===== config.mk =====
export PLATFORM = sky130hd
export DESIGN_NAME = mem_access_unit
export DESIGN_NICKNAME = d
export VERILOG_FILES = /design/src/rtl/mem_access_unit.sv
export SDC_FILE = /design/constraint.sdc
export NUM_CORES = 1
export LEC_CHECK = 0
export CAP_MARGIN = 20
export CORE_MARGIN = 2
export CORE_UTILIZATION = 30
export DETAILED_ROUTE_END_ITERATION = 16
export GPL_TIMING_DRIVEN = 0
export PLACE_DENSITY = 0.63
export SLEW_MARGIN = 5
export SYNTH_ARGS = -nofsm -noshare
export SYNTH_HDL_FRONTEND = slang
export SYNTH_SLANG_ARGS = --single-unit

===== constraint.sdc =====
create_clock -name clk -period 8 [get_ports clk]
set_input_delay 1.6 -clock clk [delete_from_list [all_inputs] [get_ports clk]]
set_output_delay 1.6 -clock clk [all_outputs]
set_load 0.005 [all_outputs]

===== src/rtl/mem_access_unit.sv =====
// Load/store unit for a word-organised data memory. Sub-word stores are done as
// read-modify-write. Sub-word loads are lane-selected and then zero- or sign-extended.
module mem_access_unit #(
  parameter int unsigned DEPTH_LOG2 = 13
) (
  input  logic        clk,
  input  logic        rst_n,
  input  logic        req_valid,
  output logic        req_ready,
  input  logic        req_write,
  input  logic [1:0]  req_size,
  input  logic        req_signed,
  input  logic [31:0] req_addr,
  input  logic [31:0] req_wdata,
  output logic        resp_valid,
  output logic [31:0] resp_rdata,
  output logic        resp_error,
  output logic [31:0] mem_Address,
  output logic        mem_MemRead,
  output logic        mem_MemWrite,
  output logic [31:0] mem_WriteData,
  input  logic [31:0] mem_Data
);

  typedef enum logic [1:0] {StIdle, StRd, StWr, StResp} state_e;

  state_e      state_q, state_d;
  logic [31:0] addr_q, wdata_q;
  logic [31:0] rdata_q, rdata_d;
  logic [31:0] memw_q, memw_d;
  logic [1:0]  size_q;
  logic        signed_q, write_q, error_q;
  logic        accept, acc_error;
  logic [7:0]  lane_b;
  logic [15:0] lane_h;
  logic [31:0] load_val, merged;

  assign accept = req_valid && (state_q == StIdle);

  always_comb begin
    acc_error = 1'b0;
    if (req_size == 2'b11) begin
      acc_error = 1'b1;
    end else if (req_size == 2'b01 && req_addr[0]) begin
      acc_error = 1'b1;
    end else if (req_size == 2'b10 && req_addr[1:0] != 2'b00) begin
      acc_error = 1'b1;
    end else if ({1'b0, req_addr[31:2]} >= (31'd1 << DEPTH_LOG2)) begin
      acc_error = 1'b1;
    end
  end

  // Little-endian lane selection from the captured address.
  always_comb begin
    lane_b   = mem_Data[{addr_q[1:0], 3'b000} +: 8];
    lane_h   = mem_Data[{addr_q[1], 4'b0000} +: 16];
    load_val = mem_Data;
    if (size_q == 2'b00) begin
      load_val = {{24{signed_q & lane_b[7]}}, lane_b};
    end else if (size_q == 2'b01) begin
      load_val = {{16{signed_q & lane_h[15]}}, lane_h};
    end
  end

  always_comb begin
    merged = mem_Data;
    if (size_q == 2'b00) begin
      merged[{addr_q[1:0], 3'b000} +: 8] = wdata_q[7:0];
    end else begin
      merged[{addr_q[1], 4'b0000} +: 16] = wdata_q[15:0];
    end
  end

  always_comb begin
    state_d = state_q;
    rdata_d = rdata_q;
    memw_d  = memw_q;
    unique case (state_q)
      StIdle: begin
        if (req_valid) begin
          rdata_d = '0;
          if (acc_error) begin
            state_d = StResp;
          end else if (req_write && req_size == 2'b10) begin
            memw_d  = req_wdata;
            state_d = StWr;
          end else begin
            state_d = StRd;
          end
        end
      end
      StRd: begin
        // Only sub-word stores and loads reach RD.
        if (write_q) begin
          memw_d  = merged;
          state_d = StWr;
        end else begin
          rdata_d = load_val;
          state_d = StResp;
        end
      end
      StWr:    state_d = StResp;
      StResp:  state_d = StIdle;
      default: state_d = StIdle;
    endcase
  end

  always_ff @(posedge clk or negedge rst_n) begin
    if (!rst_n) begin
      state_q  <= StIdle;
      addr_q   <= '0;
      wdata_q  <= '0;
      size_q   <= '0;
      signed_q <= 1'b0;
      write_q  <= 1'b0;
      error_q  <= 1'b0;
      rdata_q  <= '0;
      memw_q   <= '0;
    end else begin
      state_q <= state_d;
      rdata_q <= rdata_d;
      memw_q  <= memw_d;
      if (accept) begin
        addr_q   <= req_addr;
        wdata_q  <= req_wdata;
        size_q   <= req_size;
        signed_q <= req_signed;
        write_q  <= req_write;
        error_q  <= acc_error;
      end
    end
  end

  assign req_ready     = (state_q == StIdle);
  assign resp_valid    = (state_q == StResp);
  assign resp_rdata    = rdata_q;
  assign resp_error    = error_q;
  assign mem_Address   = {2'b00, addr_q[31:2]};
  assign mem_MemRead   = (state_q == StRd);
  assign mem_MemWrite  = (state_q == StWr);
  assign mem_WriteData = memw_q;

endmodule


### Yosys cells after proc, flatten, opt, wreduce, memory -nomap -nowiden

Cells that the tools add are included.
Widths: inputs -> output; s select.

| word-level totals | value |
|---|---|
| flip-flop bits (word level) | 119 |
| output and inout bits | 101 |
| word-level logic and storage cells | 64 |

| cells by class | value |
|---|---|
| add/subtract/negate cells | 2 |
| magnitude comparators | 1 |
| eq/ne operators | 12 |
| shifts and indexed selects | 6 |
| muxes and demuxes | 22 |
| bitwise operators | 2 |
| reductions and logical operators | 10 |

Operator list:

| operator | count |
|---|---|
| $mux 32 | 9 |
| $pmux 32 s2 | 2 |
| $bwmux 32 | 2 |
| $shift 16x7->32 const A | 1 |
| $shift 8x7->32 const A | 1 |
| $shiftx 16x7->32 | 1 |
| $shiftx 32x6->16 | 1 |
| $shiftx 32x6->8 | 1 |
| $shiftx 8x7->32 | 1 |
| $ge 30x14->1 const B | 1 |
| $neg 5->7 | 2 |
| $eq 2x2->1 const B | 4 |
| $pmux 2 s4 | 1 |
| $eq 2x1->1 const B | 3 |
| $mux 2 | 3 |
| $ne 2x2->1 const B | 3 |
| $mux 1 | 5 |
| $reduce_and 5->1 | 1 |
| $logic_and 1x1->1 | 4 |
| $logic_not 2->1 | 2 |
| $ne 2x1->1 const B | 2 |
| $reduce_bool 2->1 | 2 |
| $reduce_and 3->1 | 1 |
| $and 1x1->1 | 2 |

### Logic depth before layout (Yosys ltp)

| logic depth | value |
|---|---|
| depth after elaboration | 8 |
| mapped depth | 9 |

### Least setup slack after synthesis

No wires, ideal clock.

| path | value |
|---|---|
| kind | input port to flip-flop |
| from | input req_addr[21] |
| to | register memw_q[10] (netlist: mem_WriteData[10]) |
| setup time | 0.125 ns |
| arrival time | 3.159 ns |
| setup slack | 4.716 ns |
| stages | 7 |
| path buffers | 2 |
| cells stage by stage | nor4_1 nand3_1 o31a_1 buf_6 nor3_4 buf_6 mux2_2 |

| between the ends | value |
|---|---|
| cells in the longest elaborated chain, start to end | 7 |

Ends and longest elaborated chain:

| what | line | source |
|---|---|---|
| start: declaration | 13 | `input logic [31:0] req_addr,` |
| $ge 30x14->1 | 48 | `end else if ({1'b0, req_addr[31:2]} >= (31'd1 << DEPTH_LOG2)) begin` |
| $mux 1 | 48 |  |
| $mux 1 | 46 | `end else if (req_size == 2'b10 && req_addr[1:0] != 2'b00) begin` |
| $mux 1 | 44 | `end else if (req_size == 2'b01 && req_addr[0]) begin` |
| $mux 1 | 42 | `if (req_size == 2'b11) begin` |
| $ne 2x2->1 (no source line) | - |  |
| $reduce_and 5->1 (no source line) | - |  |
| end signal: assignment | 122 | `memw_q <= memw_d;` |
| end: declaration | 30 | `logic [31:0] memw_q, memw_d;` |

No other way between the ends.
A chain may end at the register's enable or synchronous reset.

### Final worst setup path

| path | value |
|---|---|
| from | input req_addr[21] |
| to | register memw_q[11] (netlist: mem_WriteData[11]) |

Same word-level chain as after synthesis.

==> results.yml <==
status:
  status: "completed"
final_layout:
  layout_commonest_cell: "clkdlybuf4s50_1"
  fin_nets: 897
  syn_to_final_growth_pct: 45.3
  drive_above_1_share_pct: 23.0
  final_cell_mix: "200 x clkdlybuf4s50_1, 119 x dfrtp_1, 97 x mux2_2, 46 x o21ai_0, 32 x buf_4"
timing:
  relSlewSlack_pct: 43.7
  hold_viol_final: 0
  fin_skew_ns: 0.00778
  fin_crit_sh_pct: 47.8
  drv_slew: 0
  max_freq_ghz: 0.261
  grt_setup_unrepaired: "no"
  setup_viol: 0
  fin_tns_setup_ns: 0
  tightest_slew_ns: 0.842
  layout_min_cycle_time_ns: 3.83
clocking:
  numCtsBuffers: 17
  htree_levels: 4
  cts_tree: "done"
  clockBufferDepth: 2
  clk_pin_slew_ns: 0.05
  clock_sinks: 119
  clock_latency_ns: 0.42
  postCtsSetupBuffers: 0
  hold_buffers: 0
  clockRootBuffer: "clkbuf_16"
  cts_resized: 0
synth:
  ys_types: 40
  synth-seq-area-share_pct: 45.9
  netlist_area_mm2: 0.00649
  ys_ff_latch: 119
  yosysTopAreaCellShare_pct: 45.9
  async_reset_ff_share_pct: 100
  yosysWarnings: 0
  synth_top_flop_cell: "dfrtp_1"
  syn_inst: 562
  netlist_top_cells_area: "dfrtp_1 46%, mux2_2 17%, a221oi_1 4.0%, buf_4 3.7%, o21ai_0 3.5%"
  synth.avg_cell_area_um2: 11.6
  synth-edff-count: 0
  yosysTopAreaCell: "dfrtp_1"
hold_path:
  holdPathStages: 2
  hold_class: "flip-flop to flip-flop"
grt:
  grt_pass1_wl_um: 32800
  grt_pass1_vias: 5577
  gr-total-overflow: 0
  grt_max_degree: 82
  grtUsageTotal_pct: 19.3
  antenna_found_initial: 0
drt:
  first_pass_iters: 6
  vias: 5516
  drc: 0
  drt_iter0_drc: 368
  postRouteAntennaNets: 0
  routed_wl_um: 21600
  via_per_inst: 5.15
  wl_per_cell_um: 20.1
power_and_ir_drop:
  finalPower_w: 0.00378
  p_per_area_mw_per_mm2: 401
  power.leakage_nw: 3.89
  vdd_drop_max_uv: 201
place:
  place.gp.congestion: 0.920
  portBuffers: 201
  dp_hpwl_um: 16800
floorplanning:
  ios: 204
  fp.dieH_um: 151
  core-area_mm2: 0.0212
  num_rows: 53
  dieArea_mm2: 0.0228
  die_width_um: 151
  initial_utilization_pct: 30.7
setup_path:
  arrival_ns: 4.12
  reg2reg_depth: 9
  endpoint_kind: "flip-flop"
  cp-start-kind: "input pin"
  critPathRequiredTime_ns: 8.30
  r2r_setup_slack_ns: 4.66
  cp_max_fo: 10
  critPathKind: "input pin to flip-flop"
run:
  cap_violations: 0
## cell families after synthesis
group | after synthesis | share of synthesized area (%)
compound gates | 152 | 17.3
flops | 119 | 45.9
mux | 118 | 21.7
buf+inv | 88 | 7.51
simple gates | 75 | 5.92
fa+ha+maj | 9 | 1.73
other cells | 1 | 0.0577
## worst max-delay path, cell delays in order
cell and delay [ns]:
clkdlybuf4s50_1 0.41, nor4_1 0.39, nand3_1 0.24, o31a_1 0.37, buf_6 0.15, nor3_4 0.38
buf_6 0.23, mux2_2 0.34
## path summary, 6_finish.rpt
| check | from | end |
|---|---|---|
| worst max-delay path | req_addr[21] | mem_WriteData[11]$_DFFE_PN0P_ |
| worst min-delay path | resp_error$_DFFE_PN0P_ | resp_error$_DFFE_PN0P_ |
| worst max register to register | addr_q[1]$_DFFE_PN0P_ | mem_WriteData[13]$_DFFE_PN0P_ |
| worst min register to register | resp_error$_DFFE_PN0P_ | resp_error$_DFFE_PN0P_ |
| max in group asynchronous | rst_n | resp_rdata[19]$_DFFE_PN0P_ |
| min in group asynchronous | rst_n | addr_q[5]$_DFFE_PN0P_ |
## layer usage
metal / vias up / GRT usage, % / part of all wire [%]
li1: 2541 / - / -
met1: 2721 / 25.2 / 43
met2: 225 / 31.6 / 49
met3: 29 / 4.58 / 6.8
met4: 0 / 6.36 / 2.1
met5: - / 0 / 0
## area by class of cell
type | instances | area [um^2]
Fill cell | 2017 | 11700
Multi-Input combinational cell | 356 | 3030
Sequential cell | 119 | 2980
Timing Repair Buffer | 203 | 2050
Clock buffer | 19 | 433
Buffer | 69 | 417
Tap cell | 275 | 344
Clock inverter | 11 | 110
Inverter | 19 | 71.3
Antenna cell | 1 | 2.50
## metrics by stage
step	std cells	hold WS (ns)	setup WS [ns]	utilization [%]	area [um^2]
6_report	1072	0.476	4.17	44.6	9430
5_1_grt	1071	0.512	3.98	44.6	9430
4_1_cts	1070	0.483	4.18	44.6	9430
3_5_place_dp	1040	0.470	3.73	42.0	8880
3_3_place_gp	1039	0.464	0.437	41.9	8850
2_1_floorplan	563	0.471	4.72	-	6500
## power by group
group	switching, W	internal [W]
logic	0.000875	0.00111
registers	0.000203	0.000881
clock network	0.000267	0.000449
## Yosys cell counts, types with 9 or more instances
library cell	n
a21oi_1	15
dfrtp_1	119
a221o_1	16
buf_4	32
mux2_2	97
nor2_1	16
inv_1	17
ha_1	9
mux2i_1	10
o21ai_0	46
clkbuf_1	24
nand2_1	30
o2bb2ai_1	24
a221oi_1	30
## sequential cells by signal, summed over array words and instances, names as in the netlist
signal         count
addr_q            32
mem_WriteData     32
resp_error         1
resp_rdata        32
signed_q           1
size_q             2
state_q            2
wdata_q           16
write_q            1
No activity file was read; power rests on OpenSTA's default activity.
